**config.mk**
```make
export PLATFORM = sky130hd
export DESIGN_NAME = snn_core_param
export DESIGN_NICKNAME = d
export VERILOG_FILES = /design/src/rtl/snn_core_param.sv
export SDC_FILE = /design/constraint.sdc
export NUM_CORES = 1
export LEC_CHECK = 0
export BUFFER_PORTS_ARGS = -buffer_cell sky130_fd_sc_hd__clkbuf_2
export CORE_UTILIZATION = 35
export CTS_BUF_LIST = sky130_fd_sc_hd__clkbuf_16
export DETAILED_ROUTE_END_ITERATION = 16
export GPL_ROUTABILITY_DRIVEN = 0
export SETUP_SLACK_MARGIN = 0.2
export SKIP_CTS_REPAIR_TIMING = 1
export SYNTH_ARGS = -nofsm -noshare
export SYNTH_HDL_FRONTEND = slang
export SYNTH_SLANG_ARGS = --single-unit
```
**constraint.sdc**
```tcl
create_clock -name clk -period 7.36 [get_ports clk]
set_input_delay 0.736 -clock clk [delete_from_list [all_inputs] [get_ports clk]]
set_output_delay 0.736 -clock clk [all_outputs]
set_load 0.01 [all_outputs]
```
**src/rtl/snn_core_param.sv**
```systemverilog
`default_nettype none
// ============================================================================
// Module   : snn_core_param
// Brief    : Parametrised two-layer spiking-style inference core
//            (binary image -> hidden layer -> output layer, argmax readout).
// Revision : 1.0
// ============================================================================
module snn_core_param #(
    parameter int N_IN   = 784,
    parameter int N_HID  = 32,
    parameter int N_OUT  = 10,
    parameter int W      = 8,
    parameter int FRAC   = 7,
    parameter int LUT_AW = 11,
    localparam int IN_AW  = $clog2(N_IN),
    localparam int WA_W   = $clog2(N_HID*N_IN + N_OUT*N_HID),
    localparam int OUT_AW = $clog2(N_OUT)
) (
    input  logic              clk,
    input  logic              rst,
    input  logic              start_i,
    input  logic              abort_i,
    output logic              ready_o,
    output logic [IN_AW-1:0]  in_addr_o,
    input  logic              in_bit_i,
    output logic [WA_W-1:0]   w_addr_o,
    input  logic [W-1:0]      w_data_i,
    output logic [LUT_AW-1:0] lut_addr_o,
    input  logic [W-1:0]      lut_data_i,
    output logic              done_o,
    output logic [OUT_AW-1:0] digit_o,
    output logic [W-1:0]      max_val_o
);

    localparam int HID_AW = (N_HID > 1) ? $clog2(N_HID) : 1;
    localparam int MAXD   = (N_IN > N_HID) ? N_IN : N_HID;
    localparam int ACC_W  = 2*W + $clog2(MAXD) + 1;
    localparam int XW     = (ACC_W > FRAC + LUT_AW) ? ACC_W : FRAC + LUT_AW + 1;

    localparam logic [3:0] S_IDLE    = 4'd0;
    localparam logic [3:0] S_H_MAC   = 4'd1;
    localparam logic [3:0] S_H_DRAIN = 4'd2;
    localparam logic [3:0] S_H_LUT   = 4'd3;
    localparam logic [3:0] S_H_WR    = 4'd4;
    localparam logic [3:0] S_O_MAC   = 4'd5;
    localparam logic [3:0] S_O_DRAIN = 4'd6;
    localparam logic [3:0] S_O_LUT   = 4'd7;
    localparam logic [3:0] S_O_WR    = 4'd8;
    localparam logic [3:0] S_DONE    = 4'd9;

    localparam logic [IN_AW-1:0]  IN_LAST  = IN_AW'(N_IN - 1);
    localparam logic [HID_AW-1:0] HID_LAST = HID_AW'(N_HID - 1);
    localparam logic [OUT_AW-1:0] OUT_LAST = OUT_AW'(N_OUT - 1);
    localparam logic [W-1:0]      ONE_EXT  = W'((1 << (W-1)) - 1);

    logic [3:0]              state_q, state_d;
    logic [IN_AW-1:0]        i_q, i_d;
    logic [HID_AW-1:0]       j_q, j_d;
    logic [OUT_AW-1:0]       k_q, k_d;
    logic [WA_W-1:0]         waddr_q, waddr_d;
    logic [OUT_AW-1:0]       digit_q, digit_d;
    logic [W-1:0]            maxv_q, maxv_d;
    logic signed [ACC_W-1:0] acc_q, acc_d;
    logic [W-1:0]            hid_q [N_HID];
    logic [W-1:0]            hid_rd_q;
    logic                    vld_q;
    logic                    hph_q;
    logic                    done_q;

    logic                    w_acc_clr;
    logic                    w_hid_we;
    logic                    w_acc_en;
    logic signed [W-1:0]     w_op_a;
    logic signed [2*W-1:0]   w_prod;
    logic signed [XW-1:0]    w_acc_x;
    logic [XW-FRAC-LUT_AW:0] w_hi;
    logic [LUT_AW-1:0]       w_sat;
    logic                    w_unused_lo;

    // Control: counters and transitions; abort overrides everything but rst.
    always_comb begin
        state_d   = state_q;
        i_d       = i_q;
        j_d       = j_q;
        k_d       = k_q;
        waddr_d   = waddr_q;
        digit_d   = digit_q;
        maxv_d    = maxv_q;
        w_acc_clr = 1'b0;
        w_hid_we  = 1'b0;
        case (state_q)
            S_IDLE: begin
                if (start_i && !abort_i) begin
                    state_d   = S_H_MAC;
                    i_d       = '0;
                    j_d       = '0;
                    k_d       = '0;
                    waddr_d   = '0;
                    digit_d   = '0;
                    maxv_d    = '0;
                    w_acc_clr = 1'b1;
                end
            end
            S_H_MAC: begin
                waddr_d = waddr_q + WA_W'(1);
                if (i_q == IN_LAST) begin
                    i_d     = '0;
                    state_d = S_H_DRAIN;
                end else begin
                    i_d = i_q + IN_AW'(1);
                end
            end
            S_H_DRAIN: state_d = S_H_LUT;
            S_H_LUT:   state_d = S_H_WR;
            S_H_WR: begin
                w_hid_we  = 1'b1;
                w_acc_clr = 1'b1;
                if (j_q == HID_LAST) begin
                    j_d     = '0;
                    k_d     = '0;
                    state_d = S_O_MAC;
                end else begin
                    j_d     = j_q + HID_AW'(1);
                    state_d = S_H_MAC;
                end
            end
            S_O_MAC: begin
                // The very last weight address is not stepped past, so
                // w_addr never leaves the ROM range.
                if (!(j_q == HID_LAST && k_q == OUT_LAST)) begin
                    waddr_d = waddr_q + WA_W'(1);
                end
                if (j_q == HID_LAST) begin
                    j_d     = '0;
                    state_d = S_O_DRAIN;
                end else begin
                    j_d = j_q + HID_AW'(1);
                end
            end
            S_O_DRAIN: state_d = S_O_LUT;
            S_O_LUT:   state_d = S_O_WR;
            S_O_WR: begin
                if (k_q == '0 || lut_data_i > maxv_q) begin
                    maxv_d  = lut_data_i;
                    digit_d = k_q;
                end
                if (k_q == OUT_LAST) begin
                    state_d = S_DONE;
                end else begin
                    k_d       = k_q + OUT_AW'(1);
                    w_acc_clr = 1'b1;
                    state_d   = S_O_MAC;
                end
            end
            S_DONE:  state_d = S_IDLE;
            default: state_d = S_IDLE;
        endcase
        if (abort_i && state_q != S_IDLE) begin
            state_d   = S_IDLE;
            i_d       = '0;
            j_d       = '0;
            k_d       = '0;
            waddr_d   = '0;
            digit_d   = digit_q;
            maxv_d    = maxv_q;
            w_acc_clr = 1'b0;
            w_hid_we  = 1'b0;
        end
    end

    // Memory data arrives one cycle after its address, so products are
    // accumulated in the cycle following an address-issuing MAC cycle.
    always_comb begin
        w_op_a   = hph_q ? (in_bit_i ? ONE_EXT : '0) : hid_rd_q;
        w_prod   = (2*W)'(w_op_a) * (2*W)'($signed(w_data_i));
        w_acc_en = vld_q && (state_q == S_H_MAC || state_q == S_H_DRAIN ||
                             state_q == S_O_MAC || state_q == S_O_DRAIN);
        if (w_acc_clr) begin
            acc_d = '0;
        end else if (w_acc_en) begin
            acc_d = acc_q + ACC_W'(w_prod);
        end else begin
            acc_d = acc_q;
        end
    end

    always_comb begin
        w_acc_x = XW'(acc_q);
        w_hi    = w_acc_x[XW-1:FRAC+LUT_AW-1];
        if (&w_hi || ~|w_hi) begin
            w_sat = w_acc_x[FRAC+LUT_AW-1:FRAC];
        end else if (w_acc_x[XW-1]) begin
            w_sat = {1'b1, {(LUT_AW-1){1'b0}}};
        end else begin
            w_sat = {1'b0, {(LUT_AW-1){1'b1}}};
        end
    end

    assign w_unused_lo = ^w_acc_x[FRAC-1:0];

    always_ff @(posedge clk) begin
        if (rst) begin
            state_q <= S_IDLE;
            i_q     <= '0;
            j_q     <= '0;
            k_q     <= '0;
            waddr_q <= '0;
            digit_q <= '0;
            maxv_q  <= '0;
            acc_q   <= '0;
            vld_q   <= 1'b0;
            hph_q   <= 1'b0;
            done_q  <= 1'b0;
        end else begin
            state_q <= state_d;
            i_q     <= i_d;
            j_q     <= j_d;
            k_q     <= k_d;
            waddr_q <= waddr_d;
            digit_q <= digit_d;
            maxv_q  <= maxv_d;
            acc_q   <= acc_d;
            vld_q   <= (state_q == S_H_MAC || state_q == S_O_MAC) && !abort_i;
            hph_q   <= (state_q == S_H_MAC);
            done_q  <= (state_q == S_DONE) && !abort_i;
        end
    end

    // Hidden activation store needs no reset; its contents are rewritten
    // before every read.
    always_ff @(posedge clk) begin
        if (w_hid_we) begin
            hid_q[j_q] <= lut_data_i;
        end
        hid_rd_q <= hid_q[j_q];
    end

    assign ready_o    = (state_q == S_IDLE);
    assign in_addr_o  = i_q;
    assign w_addr_o   = waddr_q;
    assign lut_addr_o = {~w_sat[LUT_AW-1], w_sat[LUT_AW-2:0]};
    assign done_o     = done_q;
    assign digit_o    = digit_q;
    assign max_val_o  = maxv_q;

endmodule
`default_nettype wire

```
==> results of run 1 <==
state kept, by name (all words and copies together), names as in the netlist:
register   count
k_q            4
vld_q          1
state_q        4
done_o         1
w_addr_o      15
acc_q         27
hid_rd_q       8
hid_q        256
digit_o        4
max_val_o      8
j_q            5
hph_q          1
in_addr_o     10
final cells by class:
type | instances | area, sq um
fillers | 4782 | 31000
multi-input cells | 879 | 8350
clock buffers | 39 | 976
repair buffers | 77 | 403
well taps | 680 | 851
inverters | 118 | 443
clock inverters | 29 | 272
flip-flops and latches | 344 | 9450
per-stage QoR:
step                      worst slack (ns)   util  area [sq um]  cells
final                                 1.28  0.401         20700   2166
after global routing                 0.996  0.401         20700   2166
after CTS                             1.22  0.401         20700   2166
after detailed placement              1.20  0.377         19500   2098
after global placement                1.28  0.377         19500   2098
after floorplan                       1.48      -         18500   1391
per-layer routing:
layer,global-route usage,part of all wire
met2,0.253,0.47
met1,0.217,0.45
met4,0.0506,0.020
met3,0.0265,0.058
met5,0,0.00027
worst max-delay path, stage by stage, from the launching register on:
cell and delay (ns):
dfxtp_1 0.35, nor2b_1 0.50, nand2_1 0.27, fa_1 0.68
fa_1 0.75, inv_1 0.27, fa_1 0.57, fa_1 0.43
ha_1 0.29, ha_1 0.38, a21oi_2 0.23, o21ai_1 0.09
a41o_1 0.26, a21oi_2 0.17, a21oi_1 0.09, or3_1 0.35
a32o_1 0.24
synthesized netlist by cell type, drive strengths merged, types with 4 or more instances:
cell type / count / area share
xnor2: 23 / 0.011
nand2b: 4 / 0.0015
edfxtp: 256 / 0.42
mux4: 64 / 0.078
and3: 11 / 0.0037
nor2b: 11 / 0.0037
nand3b: 6 / 0.0024
o22ai: 6 / 0.0020
o21ai: 37 / 0.011
xor2: 17 / 0.0081
ha: 78 / 0.053
fa: 116 / 0.13
a31oi: 6 / 0.0020
nor4: 7 / 0.0027
a22oi: 34 / 0.014
clkbuf: 25 / 0.0051
a21o: 20 / 0.0081
nand2: 112 / 0.023
and2: 32 / 0.011
nand4: 15 / 0.0054
buf: 25 / 0.0073
nand3: 33 / 0.0090
or3: 8 / 0.0030
inv: 117 / 0.024
a211oi: 4 / 0.0016
o211ai: 6 / 0.0027
dfxtp: 88 / 0.095
nor2: 97 / 0.020
or2: 10 / 0.0035
nor3: 9 / 0.0033
nor3b: 8 / 0.0041
or4: 4 / 0.0016
a21oi: 64 / 0.019
power groups by stage:
stage	Combinational, mW	Sequential, mW	Clock, mW
floorplan	2.36	2.16	0
global placement	3.02	2.17	0
detailed placement	3.04	2.17	0
CTS	3.07	2.13	1.96
global route	3.50	2.13	2.03
finish	3.04	2.13	1.92
worst paths after layout:
check / start / cells past startpoint / slack, ns / to
worst max-delay path: hph_q$_SDFF_PP0_ / 16 / 1.28 / acc_q[24]$_SDFFE_PP0P_
worst min-delay path: acc_q[6]$_SDFFE_PP0P_ / 2 / 0.46 / acc_q[6]$_SDFFE_PP0P_
worst max register to register: hph_q$_SDFF_PP0_ / 16 / 1.28 / acc_q[24]$_SDFFE_PP0P_
worst min register to register: acc_q[6]$_SDFFE_PP0P_ / 2 / 0.46 / acc_q[6]$_SDFFE_PP0P_
cell families (layout without fill, tap and decap cells):
family                     count (synthesis)  after routing  synth area share
and+or+nand+nor                          377            377             0.103
DFF                                      344            344             0.512
AOI/OAI and AO/OA                        202            202            0.0718
adders and majority gates                194            194             0.179
buffers and inverters                    168            263            0.0364
muxes                                     66             66            0.0792
xor gates and xnor gates                  40             40            0.0190
==> summary.txt, run 1 <==
Outcome
  – Status: completed

Synthesis
  – Register area share after synthesis: 0.512
  – Syn Nets: 1,606
  – Cells after synthesis: ~1,400
  – Cell area after synthesis: about 18,000 sq um
  – Post-synthesis async set-or-reset flop share: 0
  – Avg Cell Area, Syn: 13.3 sq um
  – Synth Warn #: 0
  – Synthesized flop and latch total: 344
  – Dominant synthesized flop cell: edfxtp_1
  – Unique cell type count in the Yosys netlist: between 70 and 80
  – Post-synth EDFFs: 256

STA
  – Worst relative slew slack: 0.272
  – Worst-Margin Slew: 1.08 ns
  – Slew Limit Fails: 0
  – Post-Route Skew: 0.0230 ns
  – RSZ-0062 raised after global routing: false
  – WHS: ~0.46 ns
  – Achievable clock frequency: about 160 MHz
  – Final Setup Violations: 0
  – Final min period: approximately 6.1 ns
  – Final hold vios: 0
  – Post-route setup TNS: 0 ns
  – Fin crit share: 0.827

Setup path
  – Required time worst endpoint: 7.79 ns
  – CP arrival: 6.51 ns
  – Setup CP Type: register to register
  – Setup crit end kind: register
  – Startpoint types: register
  – CP max FO: 8

Clock network
  – Clk slew on worst S/H paths: 0.07 ns
  – H-tree depth: 2
  – Clock Tree Buf Depth: 3
  – CTS Buf Count: 38
  – CTS root buffer: clkbuf_16
  – # clock sinks: 344
  – Worst skew pair latency: 0.56 ns
  – CTS tree: done

Layout
  – Final nets: 1,673
  – Share of cells above drive strength 1: 0.155
  – Area grow syn2layout: 12.5%
  – Antenna Cells: 0
  – Commonest non-fill, non-tap cell in the layout: edfxtp_1
  – Most frequent cells in the layout: edfxtp_1 (256), inv_1 (123), fa_1 (116)

Power and ir drop
  – Power share of the clock group: 0.271
  – P_leak: 7.73 nW
  – Int Power: 4.51 mW
  – Reg power frac: 0.300
  – NetSw: between 2 and 3 mW
  – PD cells: roughly 340 nW/um^2
  – Peak supply drop: 0.000223 V
  – Switch share: 0.365
  – Comb pwr share: 0.429
  – Total power: between 7 and 8 mW

Global routing
  – Initial antenna violation count: 2
  – Largest net degree at the start of global routing: 70
  – Total track usage: 0.158
  – First-pass GRT wire length: 65,800 microns
  – Number of global-route vias before repair: 11,700
  – Grt total ovfl: 0

Drt
  – Final ANT Viol Nets: 0
  – Final WL: about 41,000 microns
  – DRC: 0
  – Vias/cell: 5.16
  – Wire per inst: 18.9 microns
  – Drt first pass iters: 5
  – Initial DRC count: 750
  – Total number of vias: 11,200

Flow run
  – Max cap viols: 0

Die
  – Chip height: 232 microns
  – Initial core utilization: 0.357
  – Row cnt: between 80 and 90
  – Die width: approximately 230 microns
  – IO Pins: 71
  – Core region area: 51,700 sq um
  – Die ar.: 53,600 sq um

Hold path
  – Hold crit path type: register to register

Placed design
  – Input/output buffers: 70
  – Detailed placer's ending HPWL: 28,500 microns
(Power assumes the default switching activity.)
==> inputs of run 2 (changes only) <==
Clock period 7.36 ns to 6.22 ns, I/O delays scaled along.
==> summary.txt, run 2 (synthesis gave the netlist of run 1 again) <==
Layout
  – Area grow syn2layout: 12.3%
  – Share of cells above drive strength 1: 0.158 (+0.00329)
  – Fillers: 4,856 (+1.5%)
  – Commonest non-fill, non-tap cell in the layout: edfxtp_1
  – Most frequent cells in the layout: edfxtp_1 (256), inv_1 (122), fa_1 (116)
  – Final Cell Area: 20,700 sq um (-0.13%)
  – Antenna Cells: 0 (unchanged)
  – Final nets: 1,680 (+0.42%)
  – Largest register FFs: 256 (unchanged)
  – Most flops, register: hid_q

Die
  – Die ar.: 53,600 sq um (unchanged)
  – IO Pins: 71 (unchanged)
  – Chip height: 232 microns (unchanged)
  – Initial core utilization: 0.357 (unchanged)
  – Core region area: 51,700 sq um (unchanged)
  – Die width: 232 microns (unchanged)
  – Row cnt: 83 (unchanged)

Clock network
  – Worst skew pair latency: 0.54 ns (-0.02 ns)
  – CTS Buf Count: 39 (+2.6%)
  – H-tree depth: 2 (unchanged)
  – Clk slew on worst S/H paths: 0.06 ns (about the same)
  – # clock sinks: 344 (unchanged)
  – CTS root buffer: clkbuf_16
  – CTS tree: done
  – Clock Tree Buf Depth: 3 (unchanged)

Hold path
  – WHS Path Cells: 2 (unchanged)
  – Hold crit path type: register to register

Drt
  – Wire per inst: 18.7 microns (-1.1%)
  – Initial DRC count: 768 (+2.4%)
  – Drt first pass iters: 5 (unchanged)
  – Final WL: 40,600 microns (-0.79%)
  – Vias/cell: 5.11 (-0.90%)
  – Final ANT Viol Nets: 0 (unchanged)
  – Total number of vias: 11,100 (-0.58%)
  – DRC: 0 (unchanged)

Placed design
  – Detailed placer's ending HPWL: 28,500 microns (about the same)
  – Placed cell area: 19,500 sq um (+0.20%)
  – Input/output buffers: 70 (unchanged)

Global routing
  – Grt total ovfl: 0 (unchanged)
  – Initial antenna violation count: 0 (-2)
  – Met2 usage: 0.257 (+0.00346)
  – Largest net degree at the start of global routing: 49 (-30%)
  – Total track usage: 0.155 (-0.00250)
  – Met3 global-route usage: 0.0246 (-0.00185)
  – Met1 usage: 0.212 (-0.00456)
  – First-pass GRT wire length: 64,700 microns (-1.6%)
  – Number of global-route vias before repair: 11,400 (-2.3%)
  – GR peak layer: met2

Setup path
  – R2R Setup Slk: 0.57 ns (-0.71 ns)
  – Crit path from: hph_q$_SDFF_PP0_
  – Slowest cell on crit path: fa_1
  – Setup CP Type: register to register
  – R2R Path Start: hph_q$_SDFF_PP0_
  – CP arrival: 6.06 ns (-0.45 ns)
  – CP Capture Point: acc_q[24]$_SDFFE_PP0P_
  – Critical path depth: 17 (+1)
  – Crit path buf inv count: 2 (+1)
  – Worst R2R End: acc_q[24]$_SDFFE_PP0P_
  – Register-to-Register Path Depth: 17 (+1)
  – Startpoint types: register
  – Setup crit end kind: register
  – CP max FO: 8 (unchanged)
  – Required time worst endpoint: 6.63 ns (-1.16 ns)
  – Crit-path cells: nor2b_1 > buf_4 > nand2_1 > fa_1 > fa_1 > inv_1 > fa_1 > fa_1 > ha_1 > ha_1 > a21oi_2 > o21ai_1 > a41o_1 > a21oi_2 > a21oi_1 > or3_1 > a32o_1
  – Most common cell on crit path: fa_1
  – Crit path max-delay family: adder cells
  – Crit path largest cell delay: 0.72 ns (-0.03 ns)

STA
  – Slew Limit Fails: 0 (unchanged)
  – Fin crit share: 0.908 (+0.0817)
  – RSZ-0062 raised after global routing: false
  – Worst-Margin Slew: 1.12 ns (+0.0414 ns)
  – Final Setup Violations: 0 (unchanged)
  – Worst relative slew slack: 0.249 (-0.0237)
  – Final hold vios: 0 (unchanged)
  – Final min period: 5.65 ns (-0.434 ns)
  – Post-Route Skew: 0.0236 ns (+0.000542 ns)
  – Post-route setup TNS: 0 ns (unchanged)
  – Achievable clock frequency: 177 MHz (+7.7%)

Power and ir drop
  – Reg power frac: 0.304 (+0.004)
  – Int Power: 5.22 mW (+16%)
  – Switch share: 0.368 (+0.00372)
  – PD cells: 399 nW/um^2 (+17%)
  – Peak supply drop: 0.000227 V (+2.0%)
  – P_leak: 7.73 nW (about the same)
  – Power share of the clock group: 0.258 (-0.013)
  – NetSw: 3.05 mW (+18%)
  – Comb pwr share: 0.438 (+0.009)

Outcome
  – Status: completed

Flow run
  – Max cap viols: 0 (unchanged)
## run 2: changes by cell type in the layout (fill, tap and decap cells not counted), moves of 2 or more
cell | before | now
buf_4 | 7 | 13
clkinv_8 | 0 | 2
clkinv_2 | 2 | 6
bufinv_16 | 5 | 2
## run 2: area by class of cell
type / count / area (sq um) / area share
Sequential cell: 344 / 9450 / 0.456
Clock inverter: 30 / 206 / 0.00996
Inverter: 118 / 443 / 0.0214
Clock buffer: 39 / 976 / 0.0471
Timing Repair Buffer: 83 / 448 / 0.0216
Tap cell: 680 / 851 / 0.0411
Multi-Input combinational cell: 879 / 8340 / 0.403
## run 2: metal layers
layer	part of all wire	vias up
met3	0.048	53
met2	0.48	267
met4	0.019	0
met5	0	-
li1	-	5183
met1	0.45	5598
## run 2: worst min-delay path by stage
stage,endpoint,from
finish,acc_q[2]$_SDFFE_PP0P_,acc_q[2]$_SDFFE_PP0P_
global route,acc_q[3]$_SDFFE_PP0P_,acc_q[3]$_SDFFE_PP0P_
CTS,acc_q[2]$_SDFFE_PP0P_,acc_q[2]$_SDFFE_PP0P_
detailed placement,acc_q[6]$_SDFFE_PP0P_,acc_q[6]$_SDFFE_PP0P_
global placement,acc_q[6]$_SDFFE_PP0P_,acc_q[6]$_SDFFE_PP0P_
floorplan,acc_q[6]$_SDFFE_PP0P_,acc_q[6]$_SDFFE_PP0P_
## run 2: worst register-to-register path, cell delays in order, from the launching register on
cell and delay (ns):
dfxtp_1 0.34, nor2b_1 0.13, buf_4 0.17, nand2_1 0.15
fa_1 0.58, fa_1 0.72, inv_1 0.28, fa_1 0.57
fa_1 0.42, ha_1 0.29, ha_1 0.38, a21oi_2 0.23
o21ai_1 0.11, a41o_1 0.26, a21oi_2 0.17, a21oi_1 0.11
or3_1 0.36, a32o_1 0.24
## run 2: stage by stage
stage | power [mW] | hold slack (ns) | util | setup slack [ns] | cells
after global placement | 6.14 | 0.442 | 0.378 | 0.456 | 2104
final | 8.27 | 0.458 | 0.401 | 0.570 | 2173
after floorplan | 5.34 | 0.432 | - | 0.431 | 1391
after detailed placement | 6.17 | 0.451 | 0.378 | 0.366 | 2104
after global routing | 8.92 | 0.485 | 0.401 | 0.288 | 2173
after CTS | 8.34 | 0.462 | 0.401 | 0.553 | 2173
## run 2: power groups by stage
| stage | Clock [mW] | Combinational (mW) | Sequential (mW) |
|---|---|---|---|
| after global routing | 2.27 | 4.13 | 2.52 |
| after CTS | 2.18 | 3.64 | 2.52 |
| after floorplan | 0 | 2.79 | 2.55 |
| after detailed placement | 0 | 3.61 | 2.57 |
| final | 2.13 | 3.62 | 2.52 |
| after global placement | 0 | 3.57 | 2.56 |
==> inputs of run 3 (changes only) <==
==> constraint.sdc (replaced) <==
create_clock -name clk -period 6.22 [get_ports clk]
set_input_delay 0.933 -clock clk [delete_from_list [all_inputs] [get_ports clk]]
set_output_delay 0.933 -clock clk [all_outputs]
set_load 0.01 [all_outputs]
==> summary.txt, run 3 (synthesis gave the netlist of run 1 again) <==
Outcome
  – Status: completed

STA
  – Final hold vios: 0 (unchanged)
  – RSZ-0062 raised after global routing: false
  – Fin crit share: 0.896 (-0.0121)
  – Final Setup Violations: 0 (unchanged)
  – Worst-Margin Slew: 1.10 ns (-0.0295 ns)
  – Post-Route Skew: 0.0189 ns (-0.00469 ns)
  – Post-route setup TNS: 0 ns (unchanged)
  – Worst relative slew slack: 0.264 (+0.0156)
  – Slew Limit Fails: 0 (unchanged)
  – Final min period: 5.57 ns (-0.0750 ns)
  – WHS: 0.457 ns (-0.000938 ns)
  – Achievable clock frequency: 179 MHz (+1.3%)
  – Final WS setup: 0.645 ns (+0.0750 ns)

Drt
  – Drt first pass iters: 5 (unchanged)
  – DR WL met2: 19,300 microns (-1.4%)
  – Met3 wire length: 1730 microns (-11%)
  – Final WL: 40,300 microns (-0.72%)
  – DRC: 0 (unchanged)
  – Wire per inst: 18.5 microns (-1.0%)
  – Initial DRC count: 667 (-13%)
  – Top Layer Used: met4
  – Total number of vias: 11,100 (-0.32%)
  – Final ANT Viol Nets: 0 (unchanged)
  – M1 wire length: 18,300 microns (-0.24%)
  – Vias/cell: 5.08 (-0.64%)

Hold path
  – Hold crit path type: register to register

Layout
  – Post-Layout Cell Count: 2,180 (+0.32%)
  – Antenna Cells: 0 (unchanged)
  – Commonest non-fill, non-tap cell in the layout: edfxtp_1
  – Fillers: 4,822 (-0.70%)
  – Most flops, register: hid_q
  – Final nets: 1,687 (+0.42%)
  – Most frequent cells in the layout: edfxtp_1 (256), inv_1 (120), fa_1 (116)
  – Final Cell Area: 20,800 sq um (+0.50%)
  – Area grow syn2layout: 12.9%
  – Share of cells above drive strength 1: 0.163 (+0.00460)
  – Largest register FFs: 256 (unchanged)

Global routing
  – Grt total ovfl: 0 (unchanged)
  – Number of global-route vias before repair: 11,500 (+0.60%)
  – Initial antenna violation count: 0 (unchanged)
  – Largest net degree at the start of global routing: 51 (+4.1%)
  – Total track usage: 0.156 (+0.000483)
  – First-pass GRT wire length: 64,700 microns (unchanged)

Die
  – IO Pins: 71 (unchanged)
  – Core region area: 51,700 sq um (unchanged)
  – Initial core utilization: 0.357 (unchanged)
  – Die width: 232 microns (unchanged)
  – Die ar.: 53,600 sq um (unchanged)
  – Row cnt: 83 (unchanged)
  – Chip height: 232 microns (unchanged)

Placed design
  – Input/output buffers: 70 (unchanged)
  – Placed cell area: 19,600 sq um (+0.38%)
  – DP Cell Count: 2,112 (+0.38%)
  – Detailed placer's ending HPWL: 28,000 microns (-1.6%)
  – Post-placement setup slack: 0.0954 ns (-0.271 ns)

Setup path
  – CP max FO: 8 (unchanged)
  – Required time worst endpoint: 6.68 ns (+0.05 ns)
  – Crit path buf inv count: 1 (-1)
  – Crit-path cells: and2_1 > a21o_1 > nand2_1 > fa_1 > fa_1 > inv_1 > fa_1 > fa_1 > fa_1 > ha_1 > a21o_1 > a21oi_1 > a21boi_1 > o21ai_0 > a2111oi_0 > a31oi_1 > o21ai_0
  – Slowest cell on crit path: fa_1
  – CP arrival: 6.04 ns (-0.02 ns)
  – Most common cell on crit path: fa_1
  – Crit path max-delay family: adder cells
  – Crit path largest cell delay: 0.58 ns (-0.14 ns)
  – Startpoint types: register
  – Setup crit end kind: register
  – Setup CP Type: register to register

Clock network
  – Clk slew on worst S/H paths: 0.06 ns (about the same)
  – CTS root buffer: clkbuf_16
  – H-tree depth: 2 (unchanged)
  – # clock sinks: 344 (unchanged)
  – Clock Tree Buf Depth: 3 (unchanged)
  – CTS Buf Count: 38 (-2.6%)
  – CTS tree: done
  – Worst skew pair latency: 0.55 ns (about the same)

Flow run
  – Max cap viols: 0 (unchanged)

Power and ir drop
  – P_leak: 7.78 nW (+0.64%)
  – PD cells: 404 nW/um^2 (+1.1%)
  – Peak supply drop: 0.000239 V (+5.0%)
-- run 3: path summary, 6_finish.rpt --
path / startpoint / slack, ns / depth (start not counted) / endpoint
worst max-delay path: hph_q$_SDFF_PP0_ / 0.65 / 17 / acc_q[11]$_SDFFE_PP0P_
worst min-delay path: acc_q[2]$_SDFFE_PP0P_ / 0.46 / 2 / acc_q[2]$_SDFFE_PP0P_
worst max register to register: hph_q$_SDFF_PP0_ / 0.65 / 17 / acc_q[11]$_SDFFE_PP0P_
worst min register to register: acc_q[2]$_SDFFE_PP0P_ / 0.46 / 2 / acc_q[2]$_SDFFE_PP0P_
-- run 3: metal layers --
layer,vias up,GRT usage
li1,5193,-
met1,5592,0.212
met2,220,0.253
met3,60,0.0225
met4,0,0.0541
met5,-,0
-- run 3: area by class of cell --
| class | instances | area [sq um] | share of cell area |
|---|---|---|---|
| sequential | 344 | 9450 | 0.454 |
| multi-input combinational | 879 | 8340 | 0.401 |
| clock buffer | 38 | 951 | 0.0457 |
| tap | 680 | 851 | 0.0409 |
| timing repair buffer | 91 | 520 | 0.0250 |
| inverter | 118 | 443 | 0.0213 |
| clock inverter | 30 | 262 | 0.0126 |
-- run 3: per-stage QoR --
step                utilization  power [mW]
finish                    0.403        8.40
global route              0.403        9.06
CTS                       0.403        8.49
detailed placement        0.379        6.25
global placement          0.379        6.21
floorplan                     -        5.34
-- run 3: report_power, final --
part | internal, mW | switching (mW) | total, mW
Sequential | 2.48 | 0.0351 | 2.52
Combinational | 1.56 | 2.12 | 3.68
Clock | 1.28 | 0.921 | 2.21
-- run 3: worst register-to-register path, stage by stage (launching register included) --
cell,delay (ns)
dfxtp_1,0.46
and2_1,0.31
a21o_1,0.24
nand2_1,0.11
fa_1,0.50
fa_1,0.56
inv_1,0.06
fa_1,0.53
fa_1,0.59
fa_1,0.43
ha_1,0.39
a21o_1,0.14
a21oi_1,0.08
a21boi_1,0.30
o21ai_0,0.17
a2111oi_0,0.47
a31oi_1,0.07
o21ai_0,0.10
